==> config.mk <==
export PLATFORM = sky130hd
export DESIGN_NAME = wb_stage_flat
export DESIGN_NICKNAME = d
export VERILOG_FILES = /design/src/rtl/wb_stage_pkg.sv /design/src/rtl/wb_stage_if.sv /design/src/rtl/wb_fifo.sv /design/src/rtl/wb_stage.sv /design/src/flat_wrapper.sv
export SDC_FILE = /design/constraint.sdc
export NUM_CORES = 1
export LEC_CHECK = 0
export CORE_UTILIZATION = 35
export DETAILED_ROUTE_END_ITERATION = 6
export PLACE_DENSITY = 0.62
export SYNTH_ARGS = -nofsm -noshare
export SYNTH_HDL_FRONTEND = slang
export SYNTH_SLANG_ARGS = --single-unit
export TNS_END_PERCENT = 50
==> constraint.sdc <==
create_clock -name clk -period 3.51 [get_ports clk]
set_input_delay 1.053 -clock clk [delete_from_list [all_inputs] [get_ports clk]]
set_output_delay 1.053 -clock clk [all_outputs]
set_load 0.02 [all_outputs]
==> src/rtl/wb_stage_pkg.sv <==
// Shared widths and types for the writeback stage: register-file geometry,
// load-buffer depth and the write-port source selector.
package wb_stage_pkg;

  localparam int WB_ADDR_WIDTH = 5;
  localparam int WB_DATA_WIDTH = 32;
  localparam int WB_NREG       = 32;
  localparam int WB_FIFO_DEPTH = 2;

  typedef enum logic [1:0] {
    SRC_NONE = 2'd0,
    SRC_ALU  = 2'd1,
    SRC_FIFO = 2'd2
  } wr_src_e;

endpackage

==> src/rtl/wb_stage_if.sv <==
// Bundle of ALU, load-issue, load-response and register-file signals around
// the writeback stage. The stage uses the slave view; its environment uses master.
interface wb_stage_if
  import wb_stage_pkg::*;
#(
  parameter int ADDR_WIDTH = WB_ADDR_WIDTH,
  parameter int DATA_WIDTH = WB_DATA_WIDTH,
  parameter int NREG       = WB_NREG
) ();

  logic                  alu_valid;
  logic                  alu_ready;
  logic [ADDR_WIDTH-1:0] alu_rd;
  logic [DATA_WIDTH-1:0] alu_data;

  logic                  ld_issue;
  logic [ADDR_WIDTH-1:0] ld_issue_rd;

  logic                  ld_rsp_valid;
  logic                  ld_rsp_ready;
  logic [ADDR_WIDTH-1:0] ld_rsp_rd;
  logic [DATA_WIDTH-1:0] ld_rsp_data;

  logic                  wrt_en;
  logic [ADDR_WIDTH-1:0] addrD;
  logic [DATA_WIDTH-1:0] d;
  logic [NREG-1:0]       busy;
  logic                  waw_err;

  modport master (
    output alu_valid, alu_rd, alu_data,
    output ld_issue, ld_issue_rd,
    output ld_rsp_valid, ld_rsp_rd, ld_rsp_data,
    input  alu_ready, ld_rsp_ready,
    input  wrt_en, addrD, d, busy, waw_err
  );

  modport slave (
    input  alu_valid, alu_rd, alu_data,
    input  ld_issue, ld_issue_rd,
    input  ld_rsp_valid, ld_rsp_rd, ld_rsp_data,
    output alu_ready, ld_rsp_ready,
    output wrt_en, addrD, d, busy, waw_err
  );

endinterface

==> src/rtl/wb_fifo.sv <==
// Circular synchronous FIFO with registered count; the head entry is always
// visible on rdata_o so a pop and its data use the same edge.
module wb_fifo #(
  parameter int DEPTH = 2,
  parameter int WIDTH = 37,
  localparam int CNT_W = $clog2(DEPTH + 1)
) (
  input  logic             clk,
  input  logic             rst_n,
  input  logic             push_i,
  input  logic             pop_i,
  input  logic [WIDTH-1:0] wdata_i,
  output logic [WIDTH-1:0] rdata_o,
  output logic             full_o,
  output logic             empty_o,
  output logic [CNT_W-1:0] count_o
);

  localparam int PTR_W = (DEPTH > 1) ? $clog2(DEPTH) : 1;

  logic [WIDTH-1:0] mem_q [DEPTH];
  logic [PTR_W-1:0] wr_ptr_q, wr_ptr_d;
  logic [PTR_W-1:0] rd_ptr_q, rd_ptr_d;
  logic [CNT_W-1:0] count_q, count_d;

  function automatic logic [PTR_W-1:0] ptr_inc(input logic [PTR_W-1:0] p);
    return (p == PTR_W'(DEPTH - 1)) ? '0 : p + 1'b1;
  endfunction

  always_comb begin
    wr_ptr_d = push_i ? ptr_inc(wr_ptr_q) : wr_ptr_q;
    rd_ptr_d = pop_i  ? ptr_inc(rd_ptr_q) : rd_ptr_q;
    count_d  = count_q + CNT_W'(push_i) - CNT_W'(pop_i);
  end

  always_ff @(posedge clk or negedge rst_n) begin
    if (!rst_n) begin
      wr_ptr_q <= '0;
      rd_ptr_q <= '0;
      count_q  <= '0;
    end else begin
      wr_ptr_q <= wr_ptr_d;
      rd_ptr_q <= rd_ptr_d;
      count_q  <= count_d;
    end
  end

  // Storage carries no reset: an empty FIFO never exposes its contents.
  always_ff @(posedge clk) begin
    if (push_i) begin
      mem_q[wr_ptr_q] <= wdata_i;
    end
  end

  assign rdata_o = mem_q[rd_ptr_q];
  assign full_o  = (count_q == CNT_W'(DEPTH));
  assign empty_o = (count_q == '0);
  assign count_o = count_q;

  a_no_underflow : assert property (@(posedge clk) disable iff (!rst_n) !(pop_i && empty_o));
  a_no_overflow  : assert property (@(posedge clk) disable iff (!rst_n) !(push_i && full_o));

endmodule

==> src/rtl/wb_stage.sv <==
// Writeback stage: merges ALU results and buffered load responses onto the
// single register-file write port and tracks registers with loads in flight.
module wb_stage
  import wb_stage_pkg::*;
#(
  parameter int ADDR_WIDTH = WB_ADDR_WIDTH,
  parameter int DATA_WIDTH = WB_DATA_WIDTH,
  parameter int NREG       = WB_NREG,
  parameter int FIFO_DEPTH = WB_FIFO_DEPTH
) (
  input logic       clk,
  input logic       rst_n,
  wb_stage_if.slave bus
);

  localparam int ENTRY_W = ADDR_WIDTH + DATA_WIDTH;
  localparam int CNT_W   = $clog2(FIFO_DEPTH + 1);

  logic                  fifo_full;
  logic                  fifo_full_flag;
  logic                  fifo_empty;
  logic [CNT_W-1:0]      fifo_count;
  logic [ENTRY_W-1:0]    fifo_head;
  logic [ADDR_WIDTH-1:0] head_rd;
  logic [DATA_WIDTH-1:0] head_data;
  logic                  alu_xfer;
  logic                  ld_xfer;
  logic                  fifo_pop;
  wr_src_e               wr_src;

  logic                  wrt_en_q, wrt_en_d;
  logic [ADDR_WIDTH-1:0] addrD_q, addrD_d;
  logic [DATA_WIDTH-1:0] d_q, d_d;
  logic [NREG-1:0]       busy_q, busy_d;
  logic                  waw_q, waw_d;

  // Both readies come from the registered count only, never from the valids.
  assign fifo_full        = (fifo_count == CNT_W'(FIFO_DEPTH));
  assign bus.alu_ready    = !fifo_full;
  assign bus.ld_rsp_ready = !fifo_full;
  assign alu_xfer         = bus.alu_valid && !fifo_full;
  assign ld_xfer          = bus.ld_rsp_valid && !fifo_full;
  assign {head_rd, head_data} = fifo_head;

  wb_fifo #(
    .DEPTH (FIFO_DEPTH),
    .WIDTH (ENTRY_W)
  ) u_fifo (
    .clk     (clk),
    .rst_n   (rst_n),
    .push_i  (ld_xfer),
    .pop_i   (fifo_pop),
    .wdata_i ({bus.ld_rsp_rd, bus.ld_rsp_data}),
    .rdata_o (fifo_head),
    .full_o  (fifo_full_flag),
    .empty_o (fifo_empty),
    .count_o (fifo_count)
  );

  // A full buffer drains first; otherwise the ALU wins and loads wait.
  always_comb begin
    wr_src = SRC_NONE;
    if (fifo_full_flag) begin
      wr_src = SRC_FIFO;
    end else if (alu_xfer) begin
      wr_src = SRC_ALU;
    end else if (!fifo_empty) begin
      wr_src = SRC_FIFO;
    end
  end

  assign fifo_pop = (wr_src == SRC_FIFO);

  always_comb begin
    wrt_en_d = 1'b0;
    addrD_d  = addrD_q;
    d_d      = d_q;
    busy_d   = busy_q;
    waw_d    = alu_xfer && busy_q[bus.alu_rd];
    case (wr_src)
      SRC_ALU: begin
        wrt_en_d = 1'b1;
        addrD_d  = bus.alu_rd;
        d_d      = bus.alu_data;
      end
      SRC_FIFO: begin
        wrt_en_d        = 1'b1;
        addrD_d         = head_rd;
        d_d             = head_data;
        busy_d[head_rd] = 1'b0;
      end
      default: ;
    endcase
    // Applied after the clear so a same-edge reissue keeps the register busy.
    if (bus.ld_issue) begin
      busy_d[bus.ld_issue_rd] = 1'b1;
    end
  end

  always_ff @(posedge clk or negedge rst_n) begin
    if (!rst_n) begin
      wrt_en_q <= 1'b0;
      addrD_q  <= '0;
      d_q      <= '0;
      busy_q   <= '0;
      waw_q    <= 1'b0;
    end else begin
      wrt_en_q <= wrt_en_d;
      addrD_q  <= addrD_d;
      d_q      <= d_d;
      busy_q   <= busy_d;
      waw_q    <= waw_d;
    end
  end

  assign bus.wrt_en  = wrt_en_q;
  assign bus.addrD   = addrD_q;
  assign bus.d       = d_q;
  assign bus.busy    = busy_q;
  assign bus.waw_err = waw_q;

endmodule
==> src/flat_wrapper.sv <==
// flat-port wrapper written by rule: the top's interface ports become plain ports
module wb_stage_flat import wb_stage_pkg::*;
#(
  parameter int ADDR_WIDTH = WB_ADDR_WIDTH,
  parameter int DATA_WIDTH = WB_DATA_WIDTH,
  parameter int NREG       = WB_NREG,
  parameter int FIFO_DEPTH = WB_FIFO_DEPTH
)
  (clk, rst_n, bus_alu_valid, bus_alu_rd, bus_alu_data, bus_ld_issue, bus_ld_issue_rd, bus_ld_rsp_valid, bus_ld_rsp_rd, bus_ld_rsp_data, bus_alu_ready, bus_ld_rsp_ready, bus_wrt_en, bus_addrD, bus_d, bus_busy, bus_waw_err);
  wb_stage_if #(.ADDR_WIDTH(ADDR_WIDTH), .DATA_WIDTH(DATA_WIDTH), .NREG(NREG)) bus_i ();
  input logic clk;
  input logic rst_n;
  input wire logic [$bits(bus_i.alu_valid)-1:0] bus_alu_valid;
  input wire logic [$bits(bus_i.alu_rd)-1:0] bus_alu_rd;
  input wire logic [$bits(bus_i.alu_data)-1:0] bus_alu_data;
  input wire logic [$bits(bus_i.ld_issue)-1:0] bus_ld_issue;
  input wire logic [$bits(bus_i.ld_issue_rd)-1:0] bus_ld_issue_rd;
  input wire logic [$bits(bus_i.ld_rsp_valid)-1:0] bus_ld_rsp_valid;
  input wire logic [$bits(bus_i.ld_rsp_rd)-1:0] bus_ld_rsp_rd;
  input wire logic [$bits(bus_i.ld_rsp_data)-1:0] bus_ld_rsp_data;
  output wire logic [$bits(bus_i.alu_ready)-1:0] bus_alu_ready;
  output wire logic [$bits(bus_i.ld_rsp_ready)-1:0] bus_ld_rsp_ready;
  output wire logic [$bits(bus_i.wrt_en)-1:0] bus_wrt_en;
  output wire logic [$bits(bus_i.addrD)-1:0] bus_addrD;
  output wire logic [$bits(bus_i.d)-1:0] bus_d;
  output wire logic [$bits(bus_i.busy)-1:0] bus_busy;
  output wire logic [$bits(bus_i.waw_err)-1:0] bus_waw_err;
  assign bus_i.alu_valid = bus_alu_valid;
  assign bus_i.alu_rd = bus_alu_rd;
  assign bus_i.alu_data = bus_alu_data;
  assign bus_i.ld_issue = bus_ld_issue;
  assign bus_i.ld_issue_rd = bus_ld_issue_rd;
  assign bus_i.ld_rsp_valid = bus_ld_rsp_valid;
  assign bus_i.ld_rsp_rd = bus_ld_rsp_rd;
  assign bus_i.ld_rsp_data = bus_ld_rsp_data;
  assign bus_alu_ready = bus_i.alu_ready;
  assign bus_ld_rsp_ready = bus_i.ld_rsp_ready;
  assign bus_wrt_en = bus_i.wrt_en;
  assign bus_addrD = bus_i.addrD;
  assign bus_d = bus_i.d;
  assign bus_busy = bus_i.busy;
  assign bus_waw_err = bus_i.waw_err;
  wb_stage #(.ADDR_WIDTH(ADDR_WIDTH), .DATA_WIDTH(DATA_WIDTH), .NREG(NREG), .FIFO_DEPTH(FIFO_DEPTH)) u_core (.clk(clk), .rst_n(rst_n), .bus(bus_i));
endmodule
==> Word level (Yosys, flattened, before mapping) <==
Memories as Yosys holds them, arrays and structs flattened.
Index checks and enable logic that the tools add are counted.
{ "classes": {"add_sub_neg": 4, "n_lt_le_gt_ge": 5, "eq_ne": 3, "n_mux": 18, "bitwise": 3, "n_reduce_logical": 9} }
{ "op_table": {"columns": ["cell", "n"], "rows": [
  ["32-bit two-way mux", 2],
  ["32-bit case mux with 2 select lines", 1],
  ["32-bit AND", 1],
  ["32-bit NOT", 1],
  ["32-bit OR", 1],
  ["5-bit by 6-bit less-than comparator with 1-bit output (second input constant)", 3],
  ["1-bit demux with 5-bit select", 2],
  ["5-bit by 1-bit greater-or-equal comparator with 1-bit output (second input constant)", 2],
  ["5-bit case mux with 2 select lines", 1],
  ["1-bit two-way mux", 8],
  ["2-bit two-way mux", 3],
  ["1-bit binary-select mux with 5-bit select", 1],
  ["1-bit logical AND", 5],
  ["2-bit == test (second input constant)", 2],
  ["1-bit adder (second input constant)", 2],
  ["2-bit by 1-bit adder with 2-bit output", 1],
  ["2-bit by 1-bit == test with 1-bit output (second input constant)", 1],
  ["2-bit zero test", 1],
  ["2-bit nonzero test", 1],
  ["2-bit OR reduction", 1],
  ["2-bit by 1-bit subtractor with 2-bit output", 1],
  ["1-bit zero test", 1]
]} }
{ "word_totals": {"reg_bits": 75, "ramBits": 74, "input_bits": 84, "elab_cells": 51, "memories": 1} }
{ "mem_list": {"columns": ["name", "words", "word_bits", "read_ports", "rd_clocked_by_memory_dff", "wr", "line", "source"], "rows": [
  ["u_core.u_fifo.mem_q", 2, 37, 1, 0, 1, "wb_fifo.sv:21", "logic [WIDTH-1:0] mem_q [DEPTH];"]
]} }

==> Longest topological paths before layout <==
Gate-level depths: netlist of run 1.
An unclocked memory read counts as a cell.
{ "logic_depth": {"word_depth": 10, "ltp_mapped": 8, "mapped_depth_nobuf": 7} }

==> Modules after synthesis <==
Synthesis of run 1 repeated with hierarchy kept, for this count alone.
{ "unflattened": {"cells_unflattened": 455, "hier_area_um2": 6393.6} }
{ "by_module_without_submodules": {"columns": ["module", "n_inst", "cells_per_inst", "area_each_um2", "seq_area_each_um2"], "rows": [
  ["wb_stage", 1, 325, 3444.6, 1776.7],
  ["wb_fifo", 1, 130, 2949.1, 2322.2]
]} }

==> Least setup slack after synthesis of run 1 <==
Ideal clock, no wire load.
{ "synth_path": {"kind": "input to register", "from": "input bus_ld_rsp_valid", "to": "memory u_core.u_fifo.mem_q[0][0], enable pin", "t_arrival_ps": 2716, "path_slack_ps": 362, "path_stages": 2, "path_buffers": 0, "cell_sequence": "nand2_1 > nor2_1"} }
{ "synth_between": {"elab_chain_cells": 3} }
{ "synth_lines": {"columns": ["item", "line", "source"], "rows": [
  ["from (decl)", "flat_wrapper.sv:18", "input wire logic [$bits(bus_i.ld_rsp_valid)-1:0] bus_ld_rsp_valid;"],
  ["1-bit logical AND", "wb_stage.sv:42", "assign ld_xfer = bus.ld_rsp_valid && !fifo_full;"],
  ["1-bit two-way mux", "wb_fifo.sv:50", "if (push_i) begin"],
  ["1-bit two-way mux (not written as such)", "wb_fifo.sv:51", "mem_q[wr_ptr_q] <= wdata_i;"],
  ["to (decl)", "wb_fifo.sv:21", null]
]} }
Every way passes these cells.

==> Worst setup path after layout of run 1 <==
{ "layout_path": {"from": "register u_core.u_fifo.count_q[0], in the netlist u_core.u_fifo.count_o[0]", "to": "output bus_alu_ready"} }
{ "layout_between": {"elab_chain_cells": 2} }
{ "layout_lines": {"columns": ["item", "line", "source"], "rows": [
  ["from (decl)", "wb_fifo.sv:24", "logic [CNT_W-1:0] count_q, count_d;"],
  ["from (signal assigned)", "wb_fifo.sv:44", "count_q <= count_d;"],
  ["2-bit == test", "wb_stage.sv:38", "assign fifo_full = (fifo_count == CNT_W'(FIFO_DEPTH));"],
  ["1-bit zero test", "wb_stage.sv:39", "assign bus.alu_ready = !fifo_full;"],
  ["to (decl)", "flat_wrapper.sv:21", "output wire logic [$bits(bus_i.alu_ready)-1:0] bus_alu_ready;"]
]} }
Every way passes these cells.

==> results of run 1 <==
## synthesized netlist by cell type, types with 4 or more instances
library cell,count,share of area
a22oi_1,7,0.0084
buf_2,9,0.0072
buf_4,4,0.0048
clkbuf_1,14,0.0084
dfrtp_1,75,0.30
edfxtp_1,74,0.36
inv_1,4,0.0024
mux2_2,8,0.014
mux2i_1,39,0.062
mux4_1,7,0.029
nand2_1,37,0.022
nand3_1,12,0.0096
nand3b_1,5,0.0060
o211ai_1,5,0.0060
o21ai_0,159,0.13
o21ai_1,7,0.0056
## worst reg2reg max path: stages, from the launching register on
cell and delay, ns:
dfrtp_1 0.55, nor2b_4 0.07, buf_4 0.27, o211ai_1 0.73
o21ai_0 0.26, o21ai_0 0.15
## registers in the layout, summed over array words and instances, names as in the netlist
| signal | flops |
|---|---|
| u_core.bus.d | 32 |
| u_core.u_fifo.mem_q | 74 |
| u_core.u_fifo.rd_ptr_q | 1 |
| u_core.bus.wrt_en | 1 |
| u_core.u_fifo.count_o | 2 |
| u_core.u_fifo.wr_ptr_q | 1 |
| u_core.bus.busy | 32 |
| u_core.bus.waw_err | 1 |
| u_core.bus.addrD | 5 |
## where the power goes
group | total [uW] | leakage [uW] | internal (uW) | switching (uW)
logic | 3200 | 0.00134 | 1430 | 1770
clock network | 1930 | 0.000323 | 1210 | 719
registers | 2930 | 0.00157 | 2520 | 414
total | 8050 | 0.00324 | 5150 | 2900
## path summary, 6_finish.rpt
kind                                                to  slack (ns)  cells past startpoint                     start
worst max-delay path                     bus_alu_ready        0.61                      3  u_core.u_fifo.count_o[0]
worst min-delay path                  u_core.bus.d[21]        0.48                      2          u_core.bus.d[21]
worst max register to register     u_core.bus.busy[18]        1.38                      5  u_core.u_fifo.count_o[0]
worst min register to register        u_core.bus.d[21]        0.48                      2          u_core.bus.d[21]
max in group asynchronous       u_core.u_fifo.rd_ptr_q        2.01                      1                     rst_n
min in group asynchronous          u_core.bus.busy[10]        0.81                      1                     rst_n
## metrics by stage
stage / util / total power [uW] / instance area, um2 / setup WS (ns) / cells
after global routing: 0.501 / 8500 / 8700 / 0.529 / 883
after global placement: 0.464 / 6080 / 8050 / 0.353 / 851
after CTS: 0.501 / 8120 / 8700 / 0.620 / 883
after floorplan: - / 4670 / 6260 / 0.362 / 491
final: 0.501 / 8050 / 8700 / 0.614 / 883
after detailed placement: 0.464 / 6190 / 8050 / 0.345 / 851
## per-layer routing
metal,track usage,vias to the layer above,routed length [um]
met5,0,-,0
li1,-,2153,-
met4,0.0774,0,297
met1,0.227,2255,6890
met3,0.0434,34,1130
met2,0.300,225,7820
## cell type report
| class | count | area, um2 | area share |
|---|---|---|---|
| Tap cell | 225 | 282 | 0.0324 |
| Timing Repair Buffer | 164 | 1630 | 0.188 |
| Sequential cell | 149 | 4100 | 0.471 |
| Multi-Input combinational cell | 309 | 2030 | 0.233 |
| Inverter | 4 | 15.0 | 0.00173 |
| Clock inverter | 8 | 77.6 | 0.00892 |
| Clock buffer | 24 | 568 | 0.0653 |
## cell families (layout without fill, tap and decap cells)
group | Yosys count | after routing | share of synthesized area
xor+xnor | 4 | 4 | 0.00560
compound gates | 181 | 181 | 0.152
buf+inv | 33 | 200 | 0.0252
flops | 149 | 149 | 0.655
simple gates | 68 | 68 | 0.0522
fa+ha+maj | 2 | 2 | 0.00400
mux | 54 | 54 | 0.106
==> out/results.tsv, run 1 <==
stage	metric	value	unit
run_status	status	completed	
setup_path	CP peak stage delay	0.63	ns
cts	clk sink count	149	
floorplan	Core Area	0.0174	mm2
sta	Worst Max-Slew Pin Slew	1.00	ns
routing	DRC viols	0	
sta	final setup vio count	0	
global_route	largest net degree at the start of global routing	76	
setup_path	crit path kind	flop to output pin	
cts	Reg clk slew, reported paths	0.06	ns
setup_path	Buf+Inv Stages, Crit Path	2	
min_path	Hold Crit Class	flop to flop	
setup_path	WP data arrival	1.84	ns
cts	# hold bufs at CTS	0	
sta	FMAX	345	MHz
finish	most common cell after layout, fill and taps aside	o21ai_0	
cts	Worst-Skew Late Latency	0.42	ns
setup_path	Startpoint Class	flop	
cts	CTS H-tree depth	4	
cts	Clock Tree Buf Depth	2	
routing	ANT nets after route	0	
synth	FF+latch count, synth	149	
finish	Nets	731	
synth	Syn Nets	577	
synth	Cells after Synth	491	
routing	drt initial violations	378	
job	reported max-cap violation count	0	
global_route	antenna violations before repair	0	
cts	clk root buf	clkbuf_16	
floorplan	number of top-level pins	157	
place	IO Port Bufs	156	
power_and_ir_drop	Peak VDD IR	0.425	mV
place	RD Place Congestion	0.863	
global_route	Overall Global Routing Usage	0.182	
setup_path	WP data required	2.46	ns
routing	Detailed Route WL	16.1	mm
sta	clock skew	0.00745	ns
setup_path	CP Cell Sequence	nor2b_4 > inv_1 > clkdlybuf4s50_1	
floorplan	height of the die	136	um
floorplan	Starting Density	0.360	
setup_path	critical path endpoint category	output pin	
global_route	grt total ovfl	0	
cts	Resize count post-CTS	0	
finish	ant diodes	0	
synth	sequential share of the synthesized area	0.655	
sta	Final period util	0.825	
synth	synth unique cells	34	
synth	Top FF cell, synth	dfrtp_1	
routing	via count	4667	
routing	routed len/inst	18.3	um
place	dpl hpwl	10.8	mm
routing	DR pass1 iterations	5	
floorplan	Die Area	0.0184	mm2
sta	RSZ-0062 raised after global routing	no	
power_and_ir_drop	PwrDens	926	mW/mm2
cts	TritonCTS clock tree	yes	
sta	Setup TNS	0	ns
sta	final hold vios	0	
cts	cts bufs inserted	17	
synth	number of synthesis warnings	0	
floorplan	Die W	136	um
sta	Max-slew headroom	0.332	
global_route	global-route wire length before repair	24.9	mm
routing	vias per inst	5.29	
setup_path	worst-path fanout max	8	
finish	Syn-to-layout area delta	39.1	%
sta	final slew viol count	0	
synth	Avg Cell Area, Syn	12.7	um2
synth	Netlist Area Pre-Place	0.00626	mm2
synth	ys async rst share	0.503	
finish	share of cells above drive strength 1	0.0881	
global_route	vias in the first global route	4758	
finish	fillers	1490	
setup_path	Worst path slowest cell	clkdlybuf4s50_1	
sta	worst hold slack	0.480	ns
floorplan	Site Rows	48	
sta	minimum clock period	2.90	ns
finish	most frequent cells in the layout	159 x o21ai_0, 155 x clkdlybuf4s50_1, 74 x dfrtp_1, 74 x edfxtp_1, 39 x mux2i_1	
power_and_ir_drop	leakage	0.00324	uW
synth	number of synthesized flops with an enable pin	74	
setup_path	delay-heaviest family, CP	buffers and inverters	
cts	postcts setup bufs	0	
Note: power is estimated with default switching activity, not from simulation.
==> inputs of run 2 (changes only) <==
- clock period: 3.51 -> 2.9 ns (I/O delays scaled with it)
==> out/results.tsv, run 2 (synthesized netlist as in run 1, its figures left out) <==
stage	metric	value	unit
run_status	status	completed	
finish	fillers	1500	
power_and_ir_drop	Psw	3550	uW
power_and_ir_drop	Seq pwr share	0.367	
finish	most common cell after layout, fill and taps aside	o21ai_0	
setup_path	Buf+Inv Stages, Crit Path	2	
setup_path	Startpoint Class	flop	
floorplan	Die W	136	um
finish	Syn-to-layout area delta	40.1	%
setup_path	CP peak stage delay	0.65	ns
setup_path	delay-heaviest family, CP	buffers and inverters	
routing	Detailed Route WL	16.7	mm
setup_path	worst-path fanout max	8	
global_route	global-route wire length before repair	25.8	mm
floorplan	Die Area	0.0184	mm2
routing	DRC viols	0	
sta	final hold vios	0	
sta	final setup vio count	0	
place	IO Port Bufs	156	
setup_path	CP Cell Sequence	nor2b_4 > inv_1 > clkdlybuf4s50_1	
routing	DR pass1 iterations	5	
setup_path	crit path kind	flop to output pin	
power_and_ir_drop	PwrDens	1110	mW/mm2
global_route	Overall Global Routing Usage	0.190	
min_path	Hold Crit Class	primary input to async pin	
setup_path	Worst path slowest cell	clkdlybuf4s50_1	
power_and_ir_drop	Switching Fraction	0.366	
power_and_ir_drop	Pint	6140	uW
cts	TritonCTS clock tree	yes	
floorplan	height of the die	136	um
cts	cts bufs inserted	17	
setup_path	critical path endpoint category	output pin	
routing	via count	4635	
cts	clk root buf	clkbuf_16	
finish	max reg flops	74	
sta	Setup TNS	0	ns
setup_path	WP data arrival	1.85	ns
place	dpl hpwl	11.4	mm
finish	Nets	739	
sta	worst hold slack	0.461	ns
finish	largest register by flop count	u_core.u_fifo.mem_q	
cts	CTS H-tree depth	4	
finish	register area	0.00410	mm2
power_and_ir_drop	Peak VDD IR	0.577	mV
cts	clk sink count	149	
place	RD Place Congestion	0.865	
sta	minimum clock period	2.72	ns
sta	Final period util	0.939	
finish	Multi-input gate area	0.00203	mm2
sta	Worst Max-Slew Pin Slew	0.832	ns
sta	FMAX	367	MHz
cts	Reg clk slew, reported paths	0.07	ns
routing	drt initial violations	240	
routing	vias per inst	5.20	
floorplan	Site Rows	48	
power_and_ir_drop	combinational fraction of design power	0.402	
finish	share of cells above drive strength 1	0.0991	
job	reported max-cap violation count	0	
floorplan	number of top-level pins	157	
global_route	antenna violations before repair	0	
cts	postcts setup bufs	0	
routing	routed len/inst	18.8	um
power_and_ir_drop	leakage	0.00327	uW
floorplan	Starting Density	0.360	
cts	Resize count post-CTS	0	
sta	final slew viol count	0	
cts	# hold bufs at CTS	0	
global_route	largest net degree at the start of global routing	60	
cts	Worst-Skew Late Latency	0.42	ns
finish	most frequent cells in the layout	159 x o21ai_0, 155 x clkdlybuf4s50_1, 74 x dfrtp_1, 74 x edfxtp_1, 39 x mux2i_1	
global_route	grt total ovfl	0	
cts	Clock Tree Buf Depth	2	
sta	RSZ-0062 raised after global routing	no	
routing	ANT nets after route	0	
global_route	vias in the first global route	4717	
floorplan	Core Area	0.0174	mm2
power_and_ir_drop	Clk pwr share	0.231	
setup_path	WP data required	2.03	ns
sta	Max-slew headroom	0.443	
sta	clock skew	0.0112	ns
[run 2: changes by cell type in the layout (fill, tap and decap cells not counted)]
cell / delta
inv_6: +2
buf_12: +2
bufinv_16: -1
inv_4: -1
clkinv_4: +3
diode_2: +1
clkinvlp_4: +1
clkbuf_16: -1
clkinv_2: -3
buf_4: +6
[run 2: metrics by stage]
step | cell area, um2 | power (uW) | util | setup slack, ns | std cells
floorplan | 6260 | 5650 | - | 0.546 | 491
global placement | 8140 | 7420 | 0.469 | 0.156 | 859
detailed placement | 8140 | 7540 | 0.469 | 0.132 | 859
CTS | 8760 | 9810 | 0.505 | 0.147 | 891
global route | 8760 | 10300 | 0.505 | 0.0610 | 891
finish | 8760 | 9700 | 0.505 | 0.178 | 892
[run 2: worst register-to-register path, stage by stage, from the launching register on]
cell	delay [ns]
dfrtp_1	0.54
nor2b_4	0.07
buf_4	0.27
o211ai_1	0.74
o21ai_0	0.23
o21ai_0	0.13
[run 2: power by group through the flow]
stage,registers (uW),logic (uW),clock network [uW]
floorplan,4030,1620,0
global placement,3560,3860,0
detailed placement,3590,3950,0
CTS,3560,3960,2290
global route,3650,4220,2380
finish,3560,3900,2240
[run 2: worst paths after layout]
path | startpoint | to | slack, ns | cells past startpoint
min in group clk | u_core.bus.d[4] | u_core.bus.d[4] | 0.48 | 2
worst min register to register | u_core.bus.d[4] | u_core.bus.d[4] | 0.48 | 2
worst max-delay path | u_core.u_fifo.count_o[0] | bus_alu_ready | 0.18 | 3
max in group asynchronous | rst_n | u_core.bus.d[27] | 1.82 | 2
worst min-delay path | rst_n | u_core.bus.busy[3] | 0.46 | 1
worst max register to register | u_core.u_fifo.count_o[0] | u_core.bus.busy[26] | 0.85 | 5
[run 2: cell type report]
type,instances,area share
sequential,149,0.468
clock inverter,9,0.00885
clock buffer,23,0.0620
tap,225,0.0321
antenna,1,0.000286
timing repair buffer,172,0.196
inverter,4,0.00171
multi-input combinational,309,0.231
[run 2: metal layers]
metal | global-route usage | vias to the layer above | routed length (um)
met3 | 0.0595 | 17 | 1110
met5 | 0 | - | 0
li1 | - | 2170 | -
met4 | 0.0612 | 0 | 191
met2 | 0.316 | 160 | 8210
met1 | 0.233 | 2288 | 7210
